--- src/rtl/rgb565_to_rgb_dither_pkg.sv ---
// Shared video definitions: RGB565 field positions, 4x4 Bayer matrix, channel expanders.
// Latency: n/a (constants and pure functions only).
// Backpressure: n/a.
package rgb565_to_rgb_dither_pkg;

    // RGB565 field positions within a 16-bit pixel {R[4:0],G[5:0],B[4:0]}
    localparam int R_MSB = 15;
    localparam int R_LSB = 11;
    localparam int G_MSB = 10;
    localparam int G_LSB = 5;
    localparam int B_MSB = 4;
    localparam int B_LSB = 0;

    // Threshold used when ordered dithering is disabled
    localparam logic [7:0] FIXED_THRESHOLD = 8'd128;

    // 4x4 Bayer matrix, index = {y[1:0], x[1:0]}.
    // Listed from index 15 down to 0, i.e. rows 3..0, each row right-to-left.
    // Rows (left to right): {0,8,2,10} {12,4,14,6} {3,11,1,9} {15,7,13,5}
    localparam logic [15:0][3:0] BAYER4 = {
        4'd5,  4'd13, 4'd7,  4'd15,
        4'd9,  4'd1,  4'd11, 4'd3,
        4'd6,  4'd14, 4'd4,  4'd12,
        4'd10, 4'd2,  4'd8,  4'd0
    };

    // Registered contents of the first pipeline stage
    typedef struct packed {
        logic [7:0] r8;
        logic [7:0] g8;
        logic [7:0] b8;
        logic [7:0] thr;
        logic       sof;
        logic       eol;
    } stage1_t;

    // Registered contents of the output stage
    typedef struct packed {
        logic r;
        logic g;
        logic b;
        logic sof;
        logic eol;
    } stage2_t;

    // Bit replication keeps 0 -> 0x00 and full-scale -> 0xFF
    function automatic logic [7:0] expand5to8(input logic [4:0] c5);
        return {c5, c5[4:2]};
    endfunction

    function automatic logic [7:0] expand6to8(input logic [5:0] c6);
        return {c6, c6[5:4]};
    endfunction

endpackage

--- src/rtl/rgb565_to_rgb_dither_bayer_threshold.sv ---
// Ordered-dither threshold lookup for a 1-bit quantiser.
// Latency: combinational.
// Backpressure: none (pure function of x/y).
//
// Ports:
//   iX, iY      : low two bits of the pixel coordinate
//   oThreshold  : 8-bit compare threshold (16*M[y][x]+8, or 128 when dithering is off)
module bayer_threshold
    import rgb565_to_rgb_dither_pkg::*;
#(
    parameter int DITHER_EN = 1
) (
    input  logic [1:0] iX,
    input  logic [1:0] iY,
    output logic [7:0] oThreshold
);

    generate
        if (DITHER_EN != 0) begin : gDither
            // 16*M + 8 centres each threshold inside its 1/16 band
            assign oThreshold = {BAYER4[{iY, iX}], 4'b1000};
        end else begin : gFixed
            logic unusedXY;
            assign unusedXY   = ^{iX, iY};
            assign oThreshold = FIXED_THRESHOLD;
        end
    endgenerate

endmodule

--- src/rtl/rgb565_to_rgb_dither.sv ---
// RGB565 to 1-bit-per-channel converter with optional 4x4 ordered dithering.
// Latency: 2 cycles from input acceptance to oValid when not stalled.
// Backpressure: 2-stage stall-able pipeline; full throughput with iReady=1, holds 2 pixels max.
//
// Ports:
//   iClk, iRst          : clock, asynchronous active-high reset
//   iRGB_565/iSof/iValid: input pixel, start-of-frame marker, valid
//   oReady              : input pixel is accepted this cycle when iValid is also high
//   oR/oG/oB/oSof/oEol  : output colour bits, frame start, end of line
//   oValid/iReady       : output handshake
module rgb565_to_rgb_dither
    import rgb565_to_rgb_dither_pkg::*;
#(
    parameter int H_ACTIVE  = 640,
    parameter int V_ACTIVE  = 480,
    parameter int DITHER_EN = 1
) (
    input  logic        iClk,
    input  logic        iRst,
    input  logic [15:0] iRGB_565,
    input  logic        iValid,
    input  logic        iSof,
    output logic        oReady,
    output logic        oR,
    output logic        oG,
    output logic        oB,
    output logic        oSof,
    output logic        oEol,
    output logic        oValid,
    input  logic        iReady
);

    localparam int XW = (H_ACTIVE > 1) ? $clog2(H_ACTIVE) : 1;
    localparam int YW = (V_ACTIVE > 1) ? $clog2(V_ACTIVE) : 1;
    localparam logic [XW-1:0] X_LAST = XW'(H_ACTIVE - 1);
    localparam logic [YW-1:0] Y_LAST = YW'(V_ACTIVE - 1);

    logic [XW-1:0] xCnt;
    logic [YW-1:0] yCnt;
    logic [XW-1:0] pixX;
    logic [YW-1:0] pixY;
    logic [1:0]    bayerX;
    logic [1:0]    bayerY;
    logic [7:0]    thr;

    stage1_t s1Dat;
    stage1_t s1Nxt;
    logic    s1Valid;
    stage2_t s2Dat;
    stage2_t s2Nxt;
    logic    s2Valid;

    logic s2Load;
    logic s1Advance;
    logic accept;

    // Handshake: each stage loads when empty or when its successor drains it
    assign s2Load    = !s2Valid || iReady;
    assign s1Advance = s1Valid && s2Load;
    assign oReady    = !s1Valid || s1Advance;
    assign accept    = iValid && oReady;

    // A start-of-frame pixel is forced to the origin regardless of the counters
    assign pixX   = iSof ? '0 : xCnt;
    assign pixY   = iSof ? '0 : yCnt;
    assign bayerX = 2'(pixX);
    assign bayerY = 2'(pixY);

    bayer_threshold #(
        .DITHER_EN (DITHER_EN)
    ) uThreshold (
        .iX         (bayerX),
        .iY         (bayerY),
        .oThreshold (thr)
    );

    // Coordinate counters step from the pixel's own position, so the
    // start-of-frame case falls out of the normal wrap logic.
    always_ff @(posedge iClk or posedge iRst) begin
        if (iRst) begin
            xCnt <= '0;
            yCnt <= '0;
        end else if (accept) begin
            if (pixX == X_LAST) begin
                xCnt <= '0;
                yCnt <= (pixY == Y_LAST) ? '0 : pixY + 1'b1;
            end else begin
                xCnt <= pixX + 1'b1;
                yCnt <= pixY;
            end
        end
    end

    always_comb begin
        s1Nxt     = '0;
        s1Nxt.r8  = expand5to8(iRGB_565[R_MSB:R_LSB]);
        s1Nxt.g8  = expand6to8(iRGB_565[G_MSB:G_LSB]);
        s1Nxt.b8  = expand5to8(iRGB_565[B_MSB:B_LSB]);
        s1Nxt.thr = thr;
        s1Nxt.sof = iSof;
        s1Nxt.eol = (pixX == X_LAST);
    end

    always_ff @(posedge iClk or posedge iRst) begin
        if (iRst) begin
            s1Valid <= 1'b0;
            s1Dat   <= '0;
        end else if (oReady) begin
            s1Valid <= iValid;
            if (iValid) begin
                s1Dat <= s1Nxt;
            end
        end
    end

    always_comb begin
        s2Nxt     = '0;
        s2Nxt.r   = (s1Dat.r8 >= s1Dat.thr);
        s2Nxt.g   = (s1Dat.g8 >= s1Dat.thr);
        s2Nxt.b   = (s1Dat.b8 >= s1Dat.thr);
        s2Nxt.sof = s1Dat.sof;
        s2Nxt.eol = s1Dat.eol;
    end

    // Output register only changes on a load, so a stalled output stays stable
    always_ff @(posedge iClk or posedge iRst) begin
        if (iRst) begin
            s2Valid <= 1'b0;
            s2Dat   <= '0;
        end else if (s2Load) begin
            s2Valid <= s1Valid;
            if (s1Valid) begin
                s2Dat <= s2Nxt;
            end
        end
    end

    assign oValid = s2Valid;
    assign oR     = s2Dat.r;
    assign oG     = s2Dat.g;
    assign oB     = s2Dat.b;
    assign oSof   = s2Dat.sof;
    assign oEol   = s2Dat.eol;

endmodule
--- config.mk ---
export PLATFORM = sky130hd
export DESIGN_NAME = rgb565_to_rgb_dither
export DESIGN_NICKNAME = d
export VERILOG_FILES = /design/src/rtl/rgb565_to_rgb_dither_pkg.sv /design/src/rtl/rgb565_to_rgb_dither_bayer_threshold.sv /design/src/rtl/rgb565_to_rgb_dither.sv
export SDC_FILE = /design/constraint.sdc
export NUM_CORES = 1
export LEC_CHECK = 0
export ABC_CLOCK_PERIOD_IN_PS = 1700
export CAP_MARGIN = 20
export CORE_ASPECT_RATIO = 1.1
export CORE_MARGIN = 10
export CORE_UTILIZATION = 51
export CTS_BUF_LIST = sky130_fd_sc_hd__clkbuf_8 sky130_fd_sc_hd__clkbuf_16
export DETAILED_ROUTE_END_ITERATION = 16
export GPL_ROUTABILITY_DRIVEN = 1
export GPL_TIMING_DRIVEN = 0
export PLACE_DENSITY_LB_ADDON = 0.05
export RECOVER_POWER = 50
export SETUP_SLACK_MARGIN = 0.02
export SLEW_MARGIN = 10
export SYNTH_ARGS = -nofsm -noshare
export SYNTH_HDL_FRONTEND = slang
export SYNTH_SLANG_ARGS = --single-unit
--- constraint.sdc ---
create_clock -name iClk -period 1.7 [get_ports iClk]
set_input_delay 0.255 -clock iClk [delete_from_list [all_inputs] [get_ports iClk]]
set_output_delay 0.255 -clock iClk [all_outputs]
set_load 0.01 [all_outputs]
# After elaboration in Yosys (flattened, before gate mapping)
# Memories as Yosys holds them, arrays and structs flattened. A register that Yosys moved wholly into a read port is not among the register bits.
# Index checks and enable logic that the tools add are counted.
# classes
add_sub_neg,2
multipliers,0
n_div,0
n_lt_le_gt_ge,4
n_eq_ne,2
shifts,0
mux,6
bitwise_logic,0
reduce_logical,8
# ops
cell,n
$mux 9,3
$ge 8x8->1,3
$mux 10,2
$add 10x1->10 const B,1
$eq 10x10->1 const B,1
$add 9x1->9 const B,1
$eq 9x9->1 const B,1
$lt 4x5->1 const B,1
$mux 4,1
$reduce_and 2->1,2
$logic_and 1x1->1,2
$logic_not 1->1,2
$logic_or 1x1->1,2
# word_totals
reg_bits,57
latchBits,0
ramBits,0
romBits,64
wordCells,38
memories,1
# mem_list
name,depth,width,read_ports,rd_ports_with_merged_regs,wr,line_no,source
(name not given),16,4,1,1,0,rgb565_to_rgb_dither_bayer_threshold.sv:21,"assign oThreshold = {BAYER4[{iY, iX}], 4'b1000};"

# Logic depth before layout (Yosys ltp)
# Gate-level depths: netlist of the first run.
# logic_depth
depth_word,5
mapped_depth,10
ltp_nobuf,6

# Cells and area by module
# Synthesis of the first run repeated with hierarchy kept, for this count alone.
# hier_totals
cells_unflattened,338
area_unflattened_um2,3002.9
# by_module_without_submodules
mod,instances,cells_each,area_per_inst_um2
rgb565_to_rgb_dither,1,328,2932.8
bayer_threshold,1,10,70.1

# Least setup slack after synthesis of the first run
# No wires, ideal clock.
# synth_path
path_type,input to register
from,input iSof
to,register xCnt[5]
setup_ns,0.079
arrival_time_ns,2.108
required_time_ns,1.621
slack_ns,-0.487
cell_stages,9
path_buffers,3
cell_sequence,clkbuf_1 clkbuf_1 nor2b_1 ha_1 and4b_1 buf_6 and3_1 or4_1 mux2i_1
# synth_between
elab_chain_cells,3
elab_cells_between_ends,4
cone_classes,add/sub (1); eq/ne (1); mux (2)
# synth_lines
element,line_no,source
start: declaration,rgb565_to_rgb_dither.sv:22,"input logic iSof,"
$mux 10 *,rgb565_to_rgb_dither.sv:64,assign pixX = iSof ? '0 : xCnt;
$add 10x1->10 / $eq 10x10->1 (equally long branches),"rgb565_to_rgb_dither.sv:88, rgb565_to_rgb_dither.sv:84",
$mux 10 *,rgb565_to_rgb_dither.sv:84,if (pixX == X_LAST) begin
end signal: assignment,rgb565_to_rgb_dither.sv:88,xCnt <= pixX + 1'b1;
end: declaration,rgb565_to_rgb_dither.sv:38,logic [XW-1:0] xCnt;
# Mark *: on every way between the ends. The rest lies on a longest branch, timed or not.
# A chain may end at the register's enable or synchronous reset.

# Worst setup path after layout of the first run
# layout_path
from,register xCnt[1]
to,register yCnt[8]
# layout_between
elab_chain_cells,3
# layout_lines
element,line_no,source
$mux 10,rgb565_to_rgb_dither.sv:64,
$eq 10x10->1,rgb565_to_rgb_dither.sv:84,
$mux 9,rgb565_to_rgb_dither.sv:84,
end signal: assignment,rgb565_to_rgb_dither.sv:86,yCnt <= (pixY == Y_LAST) ? '0 : pixY + 1'b1;
end signal: assignment,rgb565_to_rgb_dither.sv:89,yCnt <= pixY;
end: declaration,rgb565_to_rgb_dither.sv:39,logic [YW-1:0] yCnt;
# No other way between the ends.

==> out/qor.yml, run 1 <==
largest-register: "s1Dat"
die-area_um2: 8550
place_hpwl_um: 4780
gp_congestion: 0.853
io_buffer_count: 27
synth_fa_ha_area_frac: 0.0794
syn_to_final_growth_pct: 33.9
hold_path_depth: 3
synthCells: 292
io_pins: 28
async_flop_share: 1.00
power_leakage_nw: 1.57
yosysWarnings: 0
crit_path_max_fanout: 6
synthSimpleGateAreaFrac: 0.248
crit_buf_inv: 1
grt_pass1_wl_um: 11500
ff2ff_path_depth: 7
antenna_cells: 0
fin_cells: 403
vdd_ir_drop_max_mv: 0.426
worst_pin_slew_ps: 863
period_share: 1.06
rsz0062_at_grt: "yes"
multiInputGateArea_um2: 1530
r2r_end: "yCnt[8]$_DFFE_PP0P_"
cts_made_buffers: 5
violations: "negative setup slack"
r2r_setup_slack_ps: -100
rows: 27
min_period_ps: 1800
cp_slowest_cell: "dfrtp_1"
synth_top_family_by_area: "simple AND/OR/NAND/NOR gates"
yosys_most_used_dff: "dfrtp_1"
syn-cell-area_um2: 2680
crit_arrival_ps: 2010
hold_path_end: "s1Dat[31]$_DFFE_PP0P_"
cts_tree: "built"
yosysTopAreaCell: "dfrtp_1"
hold_buffers: 0
maxCapViolCount: 0
antenna_found_initial: 0
startpoint_type: "flip-flop"
vias_per_cell: 5.93
grt_overflow: 0
wl_per_cell_um: 18.1
grt_pass1_vias: 2428
final_cell_mix: "nand2_1, dfrtp_1, clkdlybuf4s50_1"
layout_commonest_cell: "nand2_1"
yosysSeqAreaShare: 0.458
clk_latency_ps: 300
crit_family: "simple AND/OR/NAND/NOR gates"
cp_data_required_time_ps: 1910
endpoint_kind: "flip-flop"
core_area_um2: 5030
relSlewSlack: 0.424
slew_violations: 0
grt_usage: 0.172
setup_ws_ps: -99.3
drc_errors: 0
die_y_um: 96.0
die_w_um: 89.1
drt_iter0_markers: 108
ys_top_cells_by_area: "dfrtp_1, nand2_1, ha_1, o21ai_0, nand3_1"
drive_gt1_frac: 0.238
status: "complete, but fails checks"
ys_ff_latch: 49
dr.pass1.iters: 4
hold_path.class: "input pin to flip-flop"
synth_top_area_frac: 0.458
cts.root.buffer_cell: "clkbuf_8"
fin_skew_ps: 3.22
via_count: 2390
fmax_ghz: 0.556
synthMuxAreaShare: 0.0159
hold_ws_ps: 473
min_from: "iRGB_565[13]"
synth-edff-count: 0
dp_cells: 378
syn_area_per_cell_um2: 9.17
final.fill_count: 366
fin_util: 0.712
syn_nets: 330
p_per_area_nw_per_um2: 776
clkTransAtPathRegs_ps: 90
synth_cell_types: 46
synth-xor-area-share: 0.00654
start_util: 0.532
critPathKind: "flip-flop to flip-flop"
r2r-start: "xCnt[1]$_DFFE_PP0P_"
fin_nets: 382
ctsHtreeMaxLevel: 2
path_cells: "nor2b_4 -> ha_4 -> and4b_2 -> buf_12 -> nand3_4 -> or3_4 -> o311ai_2"
seq_area_um2: 1230
wirelength_um: 7290
synth-compound-area-share: 0.147
clock_sinks: 49
setup_viol: 9
p_total_mw: 2.78
hold_viol: 0
reg_top3: "s1Dat (23), xCnt (10), yCnt (9)"
drtAntennaViolNets: 0
place_ws_ps: -1010
grt_start_max_net_pins: 30
max_stage_delay_ps: 360
clock_path_buffers: 2
largest_reg_flops: 23
==> worst max path at each step <==
| stage | startpoint | to | depth (start not counted) |
|---|---|---|---|
| global route | xCnt[0]$_DFFE_PP0P_ | yCnt[8]$_DFFE_PP0P_ | 7 |
| global placement | iSof | xCnt[5]$_DFFE_PP0P_ | 10 |
| floorplan | iSof | xCnt[5]$_DFFE_PP0P_ | 9 |
| finish | xCnt[1]$_DFFE_PP0P_ | yCnt[8]$_DFFE_PP0P_ | 7 |
| CTS | xCnt[0]$_DFFE_PP0P_ | xCnt[5]$_DFFE_PP0P_ | 7 |
| detailed placement | iSof | xCnt[5]$_DFFE_PP0P_ | 10 |
==> layout make-up <==
type / count / area share
clock inverters: 1 / 0.00140
multi-input cells: 214 / 0.426
flip-flops and latches: 49 / 0.343
clock buffers: 7 / 0.0269
well taps: 58 / 0.0202
plain buffers: 15 / 0.0440
repair buffers: 48 / 0.127
inverters: 11 / 0.0115
==> stage by stage <==
step / setup TNS (ps) / instance area, µm²
final: -428 / 3590
after global routing: -2840 / 3590
after CTS: -1230 / 3450
after detailed placement: -23380 / 3100
after global placement: -57170 / 3080
after floorplan: -763 / 2740
==> tightest hold or removal path, stage by stage <==
cell             delay [ps]
clkdlybuf4s50_1         390
nand2_1                  50
nand2_1                  40
==> report_power, final <==
group	switching [mW]	internal (mW)
logic	0.335	0.343
clock network	0.383	0.368
registers	0.0742	1.28
total	0.792	1.99
==> what timing repair did <==
| action | CTS | global route |
|---|---|---|
| setup buffers | 14 | 6 |
| endpoints found under the setup margin | 44 | 42 |
| gates cloned | 1 | 0 |
| pin swaps | 17 | 14 |
| gates resized for setup | 37 | 35 |
==> Yosys cell counts (3+ instances only) <==
master and instances:
o21ai_0 23, buf_2 6, nand2_1 66, and3_1 5
nand4_1 6, o22ai_1 4, nor2b_1 6, clkbuf_1 10
nor2_1 5, o31ai_1 4, and2_1 3, nand3_1 16
dfrtp_1 49, a21boi_0 4, ha_1 17, a2111oi_0 3
or4b_2 3, a31oi_1 6, nand2b_1 5, inv_1 11
a21oi_1 7
==> cells by family (layout without fill, tap and decap cells) <==
group,after synthesis,after routing
simple gates,129,129
compound gates,62,62
flops,49,49
buf+inv,29,82
fa+ha+maj,17,17
mux,4,4
xor+xnor,2,2
==> metal layers <==
| layer | track usage | up-vias | part of all wire |
|---|---|---|---|
| met5 | 0 | - | 0 |
| met4 | 0.0557 | 0 | 0.018 |
| met3 | 0.0338 | 11 | 0.058 |
| met2 | 0.310 | 69 | 0.52 |
| met1 | 0.199 | 1164 | 0.40 |
| li1 | - | 1146 | - |
(Power assumes the default switching activity.)
==> run 2, diff against run 1 <==
ABC_AREA = 1   (was not set)
CORE_UTILIZATION = 52   (was 51)
GPL_ROUTABILITY_DRIVEN = 0   (was 1)
==> run 2 against run 1 <==
The flow now finishes without violations. Area after synthesis increased by 6.7%. First-iteration DRC count down 11%. Cell area decreased by 5.3%. Wire length down 8.7%. Synthesized cell count grew 26%. Cell count rose by 19%. Power rose by 10%. Register-to-register slack improved by 220 ps. Count of clock-buffer cells in the layout is 1 lower. Combinational power is 13% higher.
==> out/qor.yml, run 2 <==
io_buffer_count: 26  # -3.7%
power_leakage_nw: 1.60  # +2.0%
vias_per_cell: 5.13  # -14%
final.fill_count: 474  # +30%
grt_pass1_wl_um: 11200  # -2.3%
ctsHtreeMaxLevel: 2  # unchanged
hold_path.class: "input pin to flip-flop"
ys_top_cells_by_area: "dfrtp_1, nand2_1, ha_1, nand3_1, inv_1"
relSlewSlack: 0.629  # +0.205
status: "finished clean"
fin_area_um2: 3390  # -5.3%
fin_util: 0.633  # -0.0791
slew_violations: 0  # unchanged
syn_area_per_cell_um2: 7.79  # -15%
place_ws_ps: -155  # +857 ps
synth_top_area_frac: 0.429  # -0.0288
crit_arrival_ps: 1780  # -230 ps
critPathKind: "input pin to flip-flop"
p_per_area_nw_per_um2: 905  # +17%
synth_cell_types: 32  # -30%
core_area_um2: 5360  # +6.5%
place_hpwl_um: 4860  # +1.7%
synth-edff-count: 0  # unchanged
rows: 28  # +3.7%
startpoint_type: "input pin"
largest-register: "s1Dat"
min_period_ps: 1570  # -225 ps
yosys.cell_count.top_type: "nand2_1"
p_sw_mw: 0.941  # +19%
vdd_ir_drop_max_mv: 0.393  # -7.8%
grt_pass1_vias: 2389  # -1.6%
syn_nets: 405  # +23%
clk_latency_ps: 310  # about the same
clkTransAtPathRegs_ps: 90  # about the same
netSwitchingFraction: 0.306  # +0.0213
fin_nets: 441  # +15%
yosysWarnings: 0  # unchanged
crit_path_max_fanout: 10  # +4
drive_gt1_frac: 0.111  # -0.126
largest_reg_flops: 23  # unchanged
setup_viol: 0  # -9
cts_made_buffers: 5  # unchanged
async_flop_share: 1.00  # unchanged
endpoint_kind: "flip-flop"
wl_per_cell_um: 13.9  # -23%
wirelength_um: 6660  # -8.7%
cts.root.buffer_cell: "clkbuf_8"
synth_commonest_cells: "nand2_1, dfrtp_1, inv_1, nand3_1, nor2_1"
power_frac_clock: 0.292  # +0.022
layout_commonest_cell: "nand2_1"
grt_overflow: 0  # unchanged
hold_buffers: 0  # unchanged
antenna_cells: 0  # unchanged
setup_ws_ps: 126  # +225 ps
via_count: 2457  # +2.8%
p_total_mw: 3.07  # +10%
reg_top3: "s1Dat (23), xCnt (10), yCnt (9)"
start_util: 0.533  # +0.00119
dr.pass1.iters: 4  # unchanged
antenna_found_initial: 0  # unchanged
die-area_um2: 8870  # +3.7%
yosysTopAreaCell: "dfrtp_1"
grt_usage: 0.152  # -0.0200
cp_data_required_time_ps: 1900  # about the same
drtAntennaViolNets: 0  # unchanged
syn_to_final_growth_pct: 18.7
place_area_um2: 3230  # +4.2%
clock_sinks: 49  # unchanged
hold_viol: 0  # unchanged
synthCells: 367  # +26%
period_share: 0.926  # -0.132
cts_tree: "built"
die_y_um: 97.8  # +1.8%
yosysSeqAreaShare: 0.429  # -0.0288
drt_iter0_markers: 96  # -11%
maxCapViolCount: 0  # unchanged
io_pins: 28  # unchanged
yosys_most_used_dff: "dfrtp_1"
rsz0062_at_grt: "yes"
syn-cell-area_um2: 2860  # +6.7%
ys_ff_latch: 49  # unchanged
die_w_um: 90.7  # +1.8%
fin_skew_ps: 10.6  # +7.42 ps
clock_path_buffers: 2  # unchanged
seq_power_share: 0.459  # -0.027
drc_errors: 0  # unchanged
grt_start_max_net_pins: 37  # +23%
intPower_mw: 2.13  # +7.2%
final_cell_mix: "nand2_1, dfrtp_1, inv_1, nand3_1, nor2_1"
fmax_ghz: 0.635  # +14%
p_comb_frac: 0.249  # +0.005
worst_pin_slew_ps: 557  # -306 ps
run 2: worst max-delay path, cell delays in order:
cell and delay, ps:
dlygate4sd3_1 540, inv_1 90, nand3_2 110, nand2_4 160
inv_2 60, buf_4 170, buf_2 220, nand3_1 110
nand2_1 50
run 2: through the flow:
stage,TNS (ps),hold slack [ps],cells
2_1_floorplan,0,365,367
3_3_place_gp,-38410,464,468
3_5_place_dp,-2790,477,469
4_1_cts,0,220,477
5_1_grt,-18.7,384,479
6_report,0,368,479
run 2: cell families (layout without fill, tap and decap cells):
group | after synthesis | count (layout) | share of synthesized area
fa+ha+maj | 17 | 17 | 0.0744
buf+inv | 47 | 84 | 0.0722
xor+xnor | 4 | 4 | 0.0123
simple gates | 211 | 211 | 0.338
flops | 49 | 49 | 0.429
compound gates | 39 | 39 | 0.0744
run 2: final timing paths:
path	startpoint	to	slack, ps	cells past startpoint
max	iReady	xCnt[8]$_DFFE_PP0P_	130	9
min	iSof	xCnt[7]$_DFFE_PP0P_	370	4
max reg2reg	yCnt[0]$_DFFE_PP0P_	yCnt[0]$_DFFE_PP0P_	130	10
min reg2reg	xCnt[9]$_DFFE_PP0P_	xCnt[9]$_DFFE_PP0P_	490	2
max in group asynchronous	iRst	yCnt[5]$_DFFE_PP0P_	350	3
min in group asynchronous	iRst	xCnt[8]$_DFFE_PP0P_	420	2
run 2: routing by layer:
metal	GRT usage	up-vias	wire length (µm)
met1	0.184	1164	2970
li1	-	1247	-
met2	0.264	38	3370
met3	0.0314	8	210
met4	0.0490	0	99
met5	0	-	0
run 2: layout make-up:
class | count | area, µm² | area share
flip-flops and latches | 49 | 1230 | 0.361
clock buffers | 6 | 82.6 | 0.0243
inverters | 38 | 148 | 0.0435
repair buffers | 29 | 282 | 0.0829
multi-input cells | 271 | 1470 | 0.432
clock inverters | 2 | 37.5 | 0.0111
plain buffers | 9 | 58.8 | 0.0173
well taps | 75 | 93.8 | 0.0276
run 2: power groups by stage:
stage	clock, mW	combinational, mW	sequential, mW
final	0.897	0.765	1.41
after global routing	0.967	0.874	1.43
after CTS	0.920	0.772	1.41
after detailed placement	0	0.766	1.43
after global placement	0	0.738	1.43
after floorplan	0	0.444	1.44
run 2: timing repair:
| action | 4_1_cts | 5_1_grt |
|---|---|---|
| setup buffers | 0 | 2 |
| hold endpoints to repair | 0 | 0 |
| endpoints found under the setup margin | 19 | 15 |
| resized for setup | 5 | 5 |
| cloned | 0 | 0 |
| pin swaps | 0 | 1 |
